--- src/rtl/ex_mem_reg_pkg.sv ---
// Shared core constants (macro header equivalent) for the EX->MEM pipeline register.
// Holds reset/stall/write-enable encodings, bus widths and the stall-vector stage indices.
package ex_mem_reg_pkg;

    localparam int unsigned REGBUS       = 32;
    localparam int unsigned REGADDRBUS   = 5;
    localparam int unsigned DOUBLEREGBUS = 64;
    localparam int unsigned STALLBUS     = 6;

    // Stall vector bit positions: bit 0 = PC ... bit 5 = WB
    localparam int unsigned STALL_EX  = 3;
    localparam int unsigned STALL_MEM = 4;

    localparam logic RSTENABLE    = 1'b1;
    localparam logic STOP         = 1'b1;
    localparam logic NOSTOP       = 1'b0;
    localparam logic WRITEENABLE  = 1'b1;
    localparam logic WRITEDISABLE = 1'b0;

    localparam logic [REGBUS-1:0] ZEROWORD = '0;

    // Per-edge behaviour of the pipeline register
    typedef enum logic [1:0] {
        MODE_ADVANCE = 2'd0,
        MODE_BUBBLE  = 2'd1,
        MODE_HOLD    = 2'd2,
        MODE_CLEAR   = 2'd3
    } stage_mode_e;

endpackage

--- src/rtl/ex_mem_reg.sv ---
// EX->MEM pipeline register of the 5-stage MIPS core.
// Captures the EX result (GPR write, HI/LO write) and presents it to MEM one cycle later.
// Honours the stall vector (bubble / hold) and flush, and stores the MADD/MSUB
// intermediate (hilo_o, cnt_o) which is fed back to EX while EX is stalled.
// Ports:
//   clk, rst             clock, synchronous active-high reset
//   stall, flush         stall vector and squash request from ctrl
//   ex_*                 EX-stage result (GPR addr/we/data, HI/LO data/we)
//   hilo_i, cnt_i        MADD/MSUB partial product and cycle count from EX
//   mem_*                registered EX result towards MEM
//   hilo_o, cnt_o        stored partial product and count back to EX
module ex_mem_reg
    import ex_mem_reg_pkg::*;
#(
    parameter int unsigned DATA_W  = REGBUS,
    parameter int unsigned ADDR_W  = REGADDRBUS,
    parameter int unsigned STALL_W = STALLBUS,
    parameter int unsigned EX_IDX  = STALL_EX,
    parameter int unsigned MEM_IDX = STALL_MEM
) (
    input  logic                clk,
    input  logic                rst,
    input  logic [STALL_W-1:0]  stall,
    input  logic                flush,
    input  logic [ADDR_W-1:0]   ex_wd,
    input  logic                ex_wreg,
    input  logic [DATA_W-1:0]   ex_wdata,
    input  logic [DATA_W-1:0]   ex_hi,
    input  logic [DATA_W-1:0]   ex_lo,
    input  logic                ex_whilo,
    input  logic [2*DATA_W-1:0] hilo_i,
    input  logic [1:0]          cnt_i,
    output logic [ADDR_W-1:0]   mem_wd,
    output logic                mem_wreg,
    output logic [DATA_W-1:0]   mem_wdata,
    output logic [DATA_W-1:0]   mem_hi,
    output logic [DATA_W-1:0]   mem_lo,
    output logic                mem_whilo,
    output logic [2*DATA_W-1:0] hilo_o,
    output logic [1:0]          cnt_o
);

    logic [ADDR_W-1:0]   mem_wd_q,    mem_wd_d;
    logic                mem_wreg_q,  mem_wreg_d;
    logic [DATA_W-1:0]   mem_wdata_q, mem_wdata_d;
    logic [DATA_W-1:0]   mem_hi_q,    mem_hi_d;
    logic [DATA_W-1:0]   mem_lo_q,    mem_lo_d;
    logic                mem_whilo_q, mem_whilo_d;
    logic [2*DATA_W-1:0] hilo_q,      hilo_d;
    logic [1:0]          cnt_q,       cnt_d;

    stage_mode_e mode_c;

    // Only the EX and MEM stall bits matter here; the rest are intentionally ignored
    logic unused_stall_c;
    assign unused_stall_c = ^stall;

    // Mode decode: flush beats stall; EX not stalled always advances
    always_comb begin
        mode_c = MODE_ADVANCE;
        if (flush) begin
            mode_c = MODE_CLEAR;
        end else if (stall[EX_IDX] == NOSTOP) begin
            mode_c = MODE_ADVANCE;
        end else if (stall[MEM_IDX] == NOSTOP) begin
            mode_c = MODE_BUBBLE;
        end else begin
            mode_c = MODE_HOLD;
        end
    end

    // Next-state: hold by default, then apply the decoded mode
    always_comb begin
        mem_wd_d    = mem_wd_q;
        mem_wreg_d  = mem_wreg_q;
        mem_wdata_d = mem_wdata_q;
        mem_hi_d    = mem_hi_q;
        mem_lo_d    = mem_lo_q;
        mem_whilo_d = mem_whilo_q;
        hilo_d      = hilo_q;
        cnt_d       = cnt_q;
        case (mode_c)
            MODE_CLEAR: begin
                // Clearing cnt aborts any MADD/MSUB in flight
                mem_wd_d    = '0;
                mem_wreg_d  = WRITEDISABLE;
                mem_wdata_d = '0;
                mem_hi_d    = '0;
                mem_lo_d    = '0;
                mem_whilo_d = WRITEDISABLE;
                hilo_d      = '0;
                cnt_d       = 2'b00;
            end
            MODE_BUBBLE: begin
                // MEM gets a bubble while EX parks its MADD/MSUB intermediate here
                mem_wd_d    = '0;
                mem_wreg_d  = WRITEDISABLE;
                mem_wdata_d = '0;
                mem_hi_d    = '0;
                mem_lo_d    = '0;
                mem_whilo_d = WRITEDISABLE;
                hilo_d      = hilo_i;
                cnt_d       = cnt_i;
            end
            MODE_ADVANCE: begin
                mem_wd_d    = ex_wd;
                mem_wreg_d  = ex_wreg;
                mem_wdata_d = ex_wdata;
                mem_hi_d    = ex_hi;
                mem_lo_d    = ex_lo;
                mem_whilo_d = ex_whilo;
                hilo_d      = '0;
                cnt_d       = 2'b00;
            end
            default: begin
                // MODE_HOLD: keep everything
            end
        endcase
    end

    // State register with synchronous reset
    always_ff @(posedge clk) begin
        if (rst == RSTENABLE) begin
            mem_wd_q    <= '0;
            mem_wreg_q  <= WRITEDISABLE;
            mem_wdata_q <= '0;
            mem_hi_q    <= '0;
            mem_lo_q    <= '0;
            mem_whilo_q <= WRITEDISABLE;
            hilo_q      <= '0;
            cnt_q       <= 2'b00;
        end else begin
            mem_wd_q    <= mem_wd_d;
            mem_wreg_q  <= mem_wreg_d;
            mem_wdata_q <= mem_wdata_d;
            mem_hi_q    <= mem_hi_d;
            mem_lo_q    <= mem_lo_d;
            mem_whilo_q <= mem_whilo_d;
            hilo_q      <= hilo_d;
            cnt_q       <= cnt_d;
        end
    end

    assign mem_wd    = mem_wd_q;
    assign mem_wreg  = mem_wreg_q;
    assign mem_wdata = mem_wdata_q;
    assign mem_hi    = mem_hi_q;
    assign mem_lo    = mem_lo_q;
    assign mem_whilo = mem_whilo_q;
    assign hilo_o    = hilo_q;
    assign cnt_o     = cnt_q;

    // ctrl never stalls MEM while letting EX run
    assert property (@(posedge clk) disable iff (rst)
        !((stall[EX_IDX] == NOSTOP) && (stall[MEM_IDX] == STOP)));

endmodule

--- config.mk ---
export PLATFORM = sky130hd
export DESIGN_NAME = ex_mem_reg
export DESIGN_NICKNAME = d
export VERILOG_FILES = /design/src/rtl/ex_mem_reg_pkg.sv /design/src/rtl/ex_mem_reg.sv
export SDC_FILE = /design/constraint.sdc
export NUM_CORES = 1
export LEC_CHECK = 0
export CORE_AREA = 2 2 137 139
export DETAILED_ROUTE_END_ITERATION = 8
export DIE_AREA = 0 0 139 141
export GPL_TIMING_DRIVEN = 0
export PLACE_DENSITY_LB_ADDON = 0.08
export RECOVER_POWER = 25
export SYNTH_ARGS = -nofsm -noshare
export SYNTH_HDL_FRONTEND = slang
export SYNTH_SLANG_ARGS = --single-unit
--- constraint.sdc ---
create_clock -name clk -period 1.55 [get_ports clk]
set_clock_uncertainty 0.15 [all_clocks]
set_input_delay 0.465 -clock clk [delete_from_list [all_inputs] [get_ports clk]]
set_output_delay 0.465 -clock clk [all_outputs]
set_load 0.05 [all_outputs]
### Word level (Yosys, flattened, before mapping)

Cells that the tools add are included.

| cells by class | value |
|---|---|
| reductions and logical operators | 5 |
| eq/ne operators | 2 |
| multiplexer cells | 11 |

Operators with widths:

| cell | count |
|---|---|
| 32-bit case mux with 2 select lines | 3 |
| 64-bit case mux with 2 select lines | 1 |
| 5-bit case mux with 2 select lines | 1 |
| 2-bit 2-to-1 mux | 3 |
| 1-bit case mux with 2 select lines | 2 |
| 2-bit case mux with 2 select lines | 1 |
| 2-bit nonzero test | 2 |
| 2-bit OR reduction | 2 |
| 2-bit by 1-bit == test with 1-bit output, second input constant | 1 |
| 2-bit == test, second input constant | 1 |
| 2-bit zero test | 1 |

| word-level totals | value |
|---|---|
| bits in registers | 169 |
| bits of input ports | 178 |
| word-level logic and storage cells | 26 |

### Depth between registers and ports, before layout

| depth | value |
|---|---|
| depth after elaboration | 6 |
| depth in mapped cells | 5 |
| depth with buffers taken out | 2 |

### Least setup slack after synthesis

Ideal clock, no wire load.

| timing path | value |
|---|---|
| path kind | input-to-reg |
| start | input stall[3] |
| end | register hilo_q[23] (netlist: hilo_o[23]) |
| setup slack | -0.006 ns |
| stages | 5 |
| arrival | 1.340 ns |
| library setup time | 0.066 ns |
| buffers on the path | 3 |
| cell sequence | buf_4 > or3b_1 > buf_4 > buf_6 > nor2_1 |

| on the way | value |
|---|---|
| word-level cells in the longest chain between the ends | 5 |
| elaborated cells on any way between the ends | 8 |
| those cells by class | eq/ne: 2; mux: 3; reduce/logical: 3 |

RTL lines:

| item | RTL line | source |
|---|---|---|
| start: declaration | ex_mem_reg.sv:23 | `input logic [STALL_W-1:0] stall,` |
| 2-bit 2-to-1 mux * | ex_mem_reg.sv:63 | `end else if (stall[EX_IDX] == NOSTOP) begin` |
| 2-bit 2-to-1 mux * | ex_mem_reg.sv:61 | `if (flush) begin` |
| 2-bit == test / 2-bit zero test (equally long branches) | ex_mem_reg.sv:82 | `case (mode_c)` |
| 2-bit OR reduction (no source line) | - |  |
| 64-bit case mux with 2 select lines / 2-bit nonzero test (equally long branches) | - |  |
| end signal: assignment | ex_mem_reg.sv:139 | `hilo_q <= hilo_d;` |
| end: declaration | ex_mem_reg.sv:49 | `logic [2*DATA_W-1:0] hilo_q, hilo_d;` |

Every way passes the cells marked *; elsewhere a longest branch is shown, timed or not.
A chain may end at the register's enable or synchronous reset.

### Worst setup path after layout

| timing path | value |
|---|---|
| start | register hilo_q[60] (netlist: hilo_o[60]) |
| end | output hilo_o[60] |

RTL lines:

| item | RTL line | source |
|---|---|---|
| end: declaration | ex_mem_reg.sv:39 | `output logic [2*DATA_W-1:0] hilo_o,` |

No word-level cell between the ends.

==> impl_metrics.env <==
export IMPL_status="complete, but fails checks"
export IMPL_failed_checks="negative setup slack"
export IMPL_path_class="reg -> out"
export IMPL_swShare_pct=27.5
export IMPL_grtUsageTotal_pct=21.3
export IMPL_grt_setup_unrepaired="yes"
export IMPL_cts_tree="built"
export IMPL_reg2regPathDepth=3
export IMPL_clock_tree_root_cell="clkbuf_16"
export IMPL_cpPeakStageDelay_ns=0.37
export IMPL_synth_top_area_share_pct=53.9
export IMPL_yosysTopAreaCell="dfxtp_1"
export IMPL_r2r_setup_slack_ns=0.64
export IMPL_relSlewSlack_pct=67.8
export IMPL_post_place_ws_ns=-0.921
export IMPL_p_sw_mw=2.84
export IMPL_fp_dieW_um=139
export IMPL_antenna_found_initial=0
export IMPL_start_util_pct=34.4
export IMPL_overflow=0
export IMPL_path_cells="buf_8"
export IMPL_area_growth_pct=85.7
export IMPL_r2r_start="mem_hi[4]"
export IMPL_crit_buf_inv=1
export IMPL_cts_sinks=169
export IMPL_fill_cells=1563
export IMPL_hp_start="mem_lo[17]"
export IMPL_core_area_sq_um=18300
export IMPL_synth_top_family_by_area="simple AND/OR/NAND/NOR gates"
export IMPL_yosysWarnings=0
export IMPL_setup_viol=4
export IMPL_fin_nets=1228
export IMPL_power_density_nw_per_um2=886
export IMPL_place_inst=1247
export IMPL_seq_power_share_pct=44.2
export IMPL_cp_top_family="flip-flops"
export IMPL_grt_pass1_vias=6072
export IMPL_fin_crit_sh_pct=101
export IMPL_whs_path_depth=2
export IMPL_fmax_ghz=0.641
export IMPL_synth_compound_area_share_pct=8.21
export IMPL_intPower_mw=7.49
export IMPL_drt_antenna_violating_nets=0
export IMPL_vias_per_cell=4.71
export IMPL_cp_required_ns=0.93
export IMPL_routed_via_count=6105
export IMPL_place_congestion=0.804
export IMPL_worst_setup_path_end_kind="output pin"
export IMPL_p_clk_share_pct=38.9
export IMPL_report_final_slew_viol_count=0
export IMPL_design_area_sq_um=11700
export IMPL_rr_endpoint="mem_hi[4]"
export IMPL_placed_area_sq_um=9980
export IMPL_period_minus_slack_ns=1.56
export IMPL_power_frac_comb_pct=16.9
export IMPL_firstDrtPassIters=4
export IMPL_hold_viol=0
export IMPL_drt_wl_total_um=21500
export IMPL_io_buffers=340
export IMPL_cp_arrival_ns=0.95
export IMPL_synth_cells=673
export IMPL_synthFlopType="dfxtp_1"
export IMPL_wl_per_cell_um=16.6
export IMPL_grt_pass1_wl_um=32900
export IMPL_synth_avg_cell_area_sq_um=9.33
export IMPL_yosys_area_share_simple_pct=22.7
export IMPL_cts_path_max_buffers=2
export IMPL_dp_hpwl_um=15400
export IMPL_path_max_fanout=2
export IMPL_worst_path_max_delay_cell="dfxtp_4"
export IMPL_synth_edff_count=0
export IMPL_yosys_cell_count_top_type="dfxtp_1"
export IMPL_ios=347
export IMPL_synthMuxAreaShare_pct=10.5
export IMPL_drc=0
export IMPL_hold_end="mem_lo[17]"
export IMPL_yosys_top_cells_count="dfxtp_1, a21oi_1, nand2b_1, nand3_1"
export IMPL_hold_path_class="reg -> reg"
export IMPL_synth_xor_area_share_pct=0
export IMPL_grt_max_degree=17
export IMPL_num_rows=50
export IMPL_drt_iter0_drc=235
export IMPL_die_y_um=141
export IMPL_worst_setup_path_start_kind="register"
export IMPL_ys_ff_latch=169
export IMPL_diodes=0
export IMPL_syn_area_sq_um=6280
export IMPL_worst_slack_ns=-0.0100
export IMPL_htree_levels=4
export IMPL_synth_area_top_cells="dfxtp_1, mux2i_1, nand2b_1, a21oi_1, nand3_1"
export IMPL_yosysUniqueCellTypes=13
export IMPL_fin_total_pwr_mw=10.3
export IMPL_finalNonFillerCells=1297
export IMPL_layout_drive_gt1_share_pct=41.1
export IMPL_clk_pin_slew_worst_paths_ns=0.07
export IMPL_worst_skew_pair_late_latency_ns=0.42
export IMPL_worstMarginPinSlew_ns=0.483
export IMPL_numCtsBuffers=17
export IMPL_synth_async_sr_flop_share_pct=0
export IMPL_yosys_area_share_adder_pct=0
export IMPL_vdd_drop_max_mv=0.768
export IMPL_fin_tns_setup_ns=-0.0212
export IMPL_yosysSeqAreaShare_pct=53.9
export IMPL_die_area_sq_um=19600
export IMPL_drv_cap=0
export IMPL_p_leak_nw=4.74
export IMPL_syn_nets=851
## cells by family (layout without fill, tap and decap cells)
kind of cell           Yosys count  count (layout)
AND/OR/NAND/NOR                274             274
flip-flops                     169             169
AO/OA/AOI/OAI                  103             103
multiplexers                    66              66
buffers and inverters           61             451
## final cells by class
class	count	area, sq um	share of cell area [%]
Timing Repair Buffer	359	4270	36.6
Tap cell	234	293	2.51
Buffer	60	338	2.90
Clock inverter	14	110	0.944
Clock buffer	18	439	3.77
Multi-Input combinational cell	443	2610	22.4
Sequential cell	169	3600	30.9
## state kept, by name (all words and copies together), names as in the netlist
register / cells
mem_wdata: 32
cnt_o: 2
mem_lo: 32
mem_whilo: 1
mem_hi: 32
hilo_o: 64
mem_wd: 5
mem_wreg: 1
## how the worst max path moves through the flow
stage,to,slack [ns],cells after the start,from
global route,hilo_o[58],-0.04,1,hilo_o[58]
floorplan,hilo_o[23],0.009,5,stall[3]
CTS,hilo_o[58],-0.04,1,hilo_o[58]
finish,hilo_o[60],-0.01,1,hilo_o[60]
detailed placement,mem_lo[15],-0.92,6,flush
global placement,mem_lo[19],-0.86,6,flush
## repair_timing
item	4_1_cts	5_1_grt
pin swaps	0	1
hold buffers	0	0
setup endpoints to repair	242	264
setup buffers	2	16
cloned	0	1
gates resized for setup	1445	85
## power groups by stage
stage / sequential, mW / combinational [mW] / clock (mW)
after floorplan: 4.98 / 0.446 / 0
after global placement: 4.60 / 1.62 / 0
after detailed placement: 4.60 / 1.62 / 0
after CTS: 4.55 / 1.71 / 4.12
after global routing: 4.57 / 1.86 / 4.29
final: 4.56 / 1.75 / 4.02
## through the flow
stage / hold WS, ns / util [%]
2_1_floorplan: 0.459 / -
3_3_place_gp: 0.302 / 54.6
3_5_place_dp: 0.309 / 54.6
4_1_cts: 0.323 / 61.9
5_1_grt: 0.339 / 63.8
6_report: 0.321 / 63.8
## routing by layer
| layer | part of all wire, % | track usage (%) | routed length (um) | vias up |
|---|---|---|---|---|
| met1 | 40 | 24.2 | 8640 | 2835 |
| met3 | 8.8 | 8.70 | 1890 | 30 |
| met5 | 0 | 0 | 0 | - |
| met2 | 49 | 36.2 | 10500 | 221 |
| li1 | - | - | - | 3019 |
| met4 | 2.6 | 7.76 | 553 | 0 |
## placed cells by master, fill, tap and decap left out
cell type and n:
or2_4 1, clkbuf_1 17, buf_2 18, a21oi_2 1, nor2_1 64, or3b_4 1
buf_4 26, mux2i_1 66, clkbuf_4 1, dfxtp_2 168, nand2b_1 103, buf_6 36
dfxtp_4 1, inv_6 8, nand3_1 103, clkbuf_8 1, clkinv_4 2, clkbuf_2 12
a21oi_1 102, nor2_2 2, buf_8 138, clkinv_2 3, dlymetal6s2s_1 1, clkdlybuf4s50_1 170
clkinvlp_4 1, clkbuf_16 17
No activity file was read; power rests on OpenSTA's default activity.
